### config.mk
export PLATFORM = sky130hd
export DESIGN_NAME = l1_refill_ctrl
export DESIGN_NICKNAME = d
export VERILOG_FILES = /design/src/rtl/l1_refill_ctrl.sv
export SDC_FILE = /design/constraint.sdc
export NUM_CORES = 1
export LEC_CHECK = 0
export CORE_MARGIN = 2
export CORE_UTILIZATION = 30
export CTS_BUF_LIST = sky130_fd_sc_hd__clkbuf_8 sky130_fd_sc_hd__clkbuf_16
export DETAILED_ROUTE_END_ITERATION = 8
export SLEW_MARGIN = 20
export SYNTH_ARGS = -nofsm -noshare
export SYNTH_HDL_FRONTEND = slang
export SYNTH_SLANG_ARGS = --single-unit
export TNS_END_PERCENT = 5
### constraint.sdc
create_clock -name clk -period 4.7 [get_ports clk]
set_clock_uncertainty 0.15 [all_clocks]
set_input_delay 0.47 -clock clk [delete_from_list [all_inputs] [get_ports clk]]
set_output_delay 0.47 -clock clk [all_outputs]
set_load 0.1 [all_outputs]
### src/rtl/l1_refill_ctrl.sv
// l1_refill_ctrl: single-outstanding L1 miss handler; fetches a line byte-serially, writes it to the array, returns the requested byte
module l1_refill_ctrl #(
    parameter int ADDR_W   = 16,
    parameter int INDEX_W  = 6,
    parameter int OFFSET_W = 3,
    parameter int TAG_W    = ADDR_W - INDEX_W - OFFSET_W
) (
    input  logic                            clk,
    input  logic                            reset,
    input  logic                            miss_valid,
    input  logic [ADDR_W-1:0]               miss_addr,
    input  logic                            miss_way,
    output logic                            miss_ready,
    output logic                            mem_req,
    output logic [ADDR_W-1:0]               mem_addr,
    input  logic                            mem_gnt,
    input  logic                            mem_rvalid,
    input  logic [7:0]                      mem_rdata,
    output logic                            wr_en,
    output logic                            wr_way,
    output logic [INDEX_W-1:0]              wr_index,
    output logic [TAG_W+(8<<OFFSET_W):0]    wr_entry,
    output logic                            lru_upd,
    output logic                            resp_valid,
    output logic [7:0]                      resp_data,
    output logic                            busy
);
    localparam int LINE_W = 8 << OFFSET_W;

    typedef enum logic [2:0] {IDLE, REQ, FILL, WRITE, RESP} state_t;

    state_t              state, state_d;
    logic [OFFSET_W-1:0] cnt;
    logic [LINE_W-1:0]   line;
    logic [ADDR_W-1:0]   addr_q;
    logic                way_q;

    always_ff @(posedge clk) begin
        if (reset) begin
            state  <= IDLE;
            cnt    <= '0;
            line   <= '0;
            addr_q <= '0;
            way_q  <= 1'b0;
        end else begin
            state <= state_d;
            if (state == IDLE && miss_valid) begin
                addr_q <= miss_addr;
                way_q  <= miss_way;
                cnt    <= '0;
                line   <= '0;
            end
            if (state == FILL && mem_rvalid) begin
                line[8*cnt +: 8] <= mem_rdata;
                cnt              <= cnt + 1'b1;
            end
        end
    end

    always_comb begin
        state_d = state;
        unique case (state)
            IDLE:    state_d = miss_valid ? REQ : IDLE;
            REQ:     state_d = mem_gnt ? FILL : REQ;
            FILL:    state_d = (mem_rvalid && cnt == '1) ? WRITE : FILL;
            WRITE:   state_d = RESP;
            RESP:    state_d = IDLE;
            default: state_d = IDLE;
        endcase
    end

    assign miss_ready = state == IDLE;
    assign busy       = state != IDLE;
    assign mem_req    = state == REQ;
    assign mem_addr   = mem_req ? {addr_q[ADDR_W-1:OFFSET_W], {OFFSET_W{1'b0}}} : '0;
    assign wr_en      = state == WRITE;
    assign lru_upd    = wr_en;
    assign wr_way     = wr_en & way_q;
    assign wr_index   = wr_en ? addr_q[OFFSET_W +: INDEX_W] : '0;
    assign wr_entry   = wr_en ? {1'b1, addr_q[ADDR_W-1 -: TAG_W], line} : '0;
    assign resp_valid = state == RESP;
    assign resp_data  = resp_valid ? line[8*addr_q[OFFSET_W-1:0] +: 8] : '0;
endmodule

==> qor.yml <==
cp.required_ns: 4.08
synth.yosys.seq_area_share: 0.348
grt_overflow_total: 0
synth.most_common_cell: "and2_1"
post-synth-top-area-cell: "dfxtp_1"
avgViaCountPerCell: 4.92
clock_path_buffers: 2
worst_r2r_endpoint: "line[33]$_SDFF_PP0_"
ys_types: 42
hold_viol: 0
max_freq_mhz: 275
core_area_mm2: 0.0165
power_density_mw_per_mm2: 266
ir_drop_mv: 0.159
ff_latch_area_mm2: 0.00174
setup_ws_ns: 1.06
cts_num_sinks: 87
rsz0062_at_grt: "false"
hold_class: "register to register"
tns_ns: 0
pre_cts_ws_ns: 1.39
synth.top_cell.area_share: 0.348
leakagePower_nw: 2.68
area_growth_pct: 32.8
dp_cells: 875
fin_crit_ns: 3.64
yosysWarnings: 0
portBuffers: 135
diodes: 0
die_y_um: 133
first_global_vias: 4300
worstSetupStartpointType: "register"
std_cell_rows: 47
status: "completed"
clkLatencyLatePin_ns: 0.34
first_pass_iters: 4
drc: 0
antenna_left: 0
synthArstFlopShare: 0
vias: 4385
root_buffer: "clkbuf_16"
grt_antenna_before_repair: 0
postCtsSetupBuffers: 0
layout.nets: 703
dpl.hpwl_um: 11300
multiInputGateArea_mm2: 0.00292
r2r_cells: 5
slowest_stage: "clkdlybuf4s50_1"
cp_top_family: "buffers and inverters"
start_util: 0.304
die_w_um: 133
power_mw: 1.77
fillers: 1643
cts_resized: 0
final_cells: 891
htreeDepth: 3
synth_area_leaders: "dfxtp_1, mux2i_1, and2_1, nand3_1, nand2_1"
end_kind: "primary output"
die_area_mm2: 0.0177
regToRegSetupSlack_ns: 1.75
routedWlPerCell_um: 17.5
cts_tree: "built"
path_clk_slew_ns: 0.06
synthCells: 568
worstHoldStart: "way_q$_SDFFE_PP0P_"
crit_buf_inv: 2
wl_um: 15600
drt_iter0_drc: 257
holdPathStages: 2
netlist_top_cells_count: "and2_1, mux2i_1, dfxtp_1"
place.gp.congestion: 0.860
critPathKind: "register to primary output"
cp_slowest_stage_delay_ns: 1.13
synth_edf_count: 0
cts_buffers: 9
hold_end: "way_q$_SDFFE_PP0P_"
drv_slew: 0
slew_headroom: 0.275
avgSynthCellArea_um2: 8.80
cts_hold_buf: 0
r2r_start: "cnt[0]$_SDFFE_PP0P_"
syn_area_mm2: 0.00500
cp.arrival_ns: 3.02
maxCapViolCount: 0
worst_pin_slew_ns: 1.09
grt_pass1_wl_um: 24600
drive_gt1_frac: 0.0909
finalSetupViolCount: 0
grt_max_degree: 66
post-route-period-util: 0.774
path_max_fanout: 30
design.portCount: 139
synth-seq-cells: 87
grt_use_total: 0.178
synth_ff_type: "dfxtp_1"
crit_chain: "and3b_2 > buf_4 > and2_1 > clkdlybuf4s50_1"
sequential cells by signal, indices dropped and copies added (netlist names):
signal	flops
line	64
cnt	3
addr_q	16
state	3
way_q	1
metal layers:
metal,part of all wire,vias to the layer above,wire length (um),GRT usage
li1,-,2134,-,-
met1,0.46,2074,7160,0.243
met2,0.46,157,7160,0.280
met3,0.066,20,1030,0.0400
met4,0.018,0,277,0.0561
met5,0,-,0,0
cell type report:
class | instances | share of cell area
clock buffer | 9 | 0.0339
sequential | 87 | 0.262
timing repair buffer | 141 | 0.205
inverter | 7 | 0.00395
tap | 220 | 0.0414
clock inverter | 7 | 0.0134
multi-input combinational | 420 | 0.440
layout by cell type, fill, tap and decap left out, drive strengths merged:
| cell | synthesis | layout |
|---|---|---|
| nand3 | 58 | 58 |
| nor2 | 3 | 3 |
| nand4bb | 1 | 1 |
| nand4 | 3 | 3 |
| conb | 1 | 3 |
| or4b | 2 | 2 |
| nand2b | 1 | 1 |
| clkbuf | 24 | 9 |
| nand2 | 65 | 65 |
| or2b | 2 | 2 |
| and3b | 2 | 2 |
| nor4b | 3 | 3 |
| clkdlybuf4s50 | 0 | 122 |
| dfxtp | 87 | 87 |
| mux2i | 88 | 88 |
| and3 | 8 | 8 |
| a221oi | 1 | 1 |
| nand4b | 3 | 3 |
| and2b | 3 | 3 |
| nand3b | 2 | 2 |
| a211oi | 2 | 2 |
| nor3 | 10 | 10 |
| inv | 7 | 12 |
| nor2b | 8 | 8 |
| buf | 31 | 19 |
| a22o | 16 | 16 |
| a21oi | 20 | 20 |
| bufinv | 0 | 2 |
| or3 | 4 | 4 |
| and4bb | 2 | 2 |
| mux2 | 8 | 8 |
| nor3b | 2 | 2 |
| and2 | 93 | 93 |
| ha | 7 | 7 |
stage by stage:
| step | util | instance area (um^2) | hold slack, ns |
|---|---|---|---|
| floorplan | - | 5010 | 0.282 |
| global placement | 0.384 | 6330 | 0.296 |
| detailed placement | 0.384 | 6330 | 0.303 |
| CTS | 0.403 | 6640 | 0.312 |
| global route | 0.403 | 6640 | 0.335 |
| finish | 0.403 | 6640 | 0.309 |
how the worst max path moves through the flow:
stage                        start            to  slack [ns]  cells after the start
2_1_floorplan  state[0]$_SDFF_PP0_          busy        0.30                      3
3_3_place_gp   state[1]$_SDFF_PP0_  wr_entry[15]        1.53                      4
3_5_place_dp   state[1]$_SDFF_PP0_  wr_entry[45]        1.39                      4
4_1_cts        state[1]$_SDFF_PP0_  wr_entry[45]        1.01                      4
5_1_grt        state[1]$_SDFF_PP0_   wr_entry[6]        0.85                      4
6_report       state[1]$_SDFF_PP0_  wr_entry[29]        1.06                      4
power breakdown:
| part | internal (mW) | total [mW] | switching, mW | leakage (nW) |
|---|---|---|---|---|
| Combinational | 0.0778 | 0.231 | 0.153 | 1.81 |
| Clock | 0.464 | 0.764 | 0.300 | 0.164 |
| Sequential | 0.750 | 0.772 | 0.0216 | 0.704 |
| Total | 1.29 | 1.77 | 0.474 | 2.68 |
worst register-to-register path, stage by stage, from the launching register on:
cell and delay [ns]:
dfxtp_1 0.61, inv_1 0.18, ha_1 0.50, or4b_4 0.59, a211oi_4 0.58, mux2i_1 0.27
logic make-up (layout without fill, tap and decap cells):
| kind of cell | after synthesis | count (layout) | share of synthesized area |
|---|---|---|---|
| flip-flops | 87 | 87 | 0.348 |
| adder cells (fa/ha/maj) | 7 | 7 | 0.0175 |
| multiplexers | 96 | 96 | 0.194 |
| other | 1 | 3 | 0.000750 |
| AND/OR/NAND/NOR | 275 | 275 | 0.312 |
| AO/OA/AOI/OAI | 39 | 39 | 0.0553 |
| buffers and inverters | 63 | 164 | 0.0716 |
No activity file was read; power rests on OpenSTA's default activity.
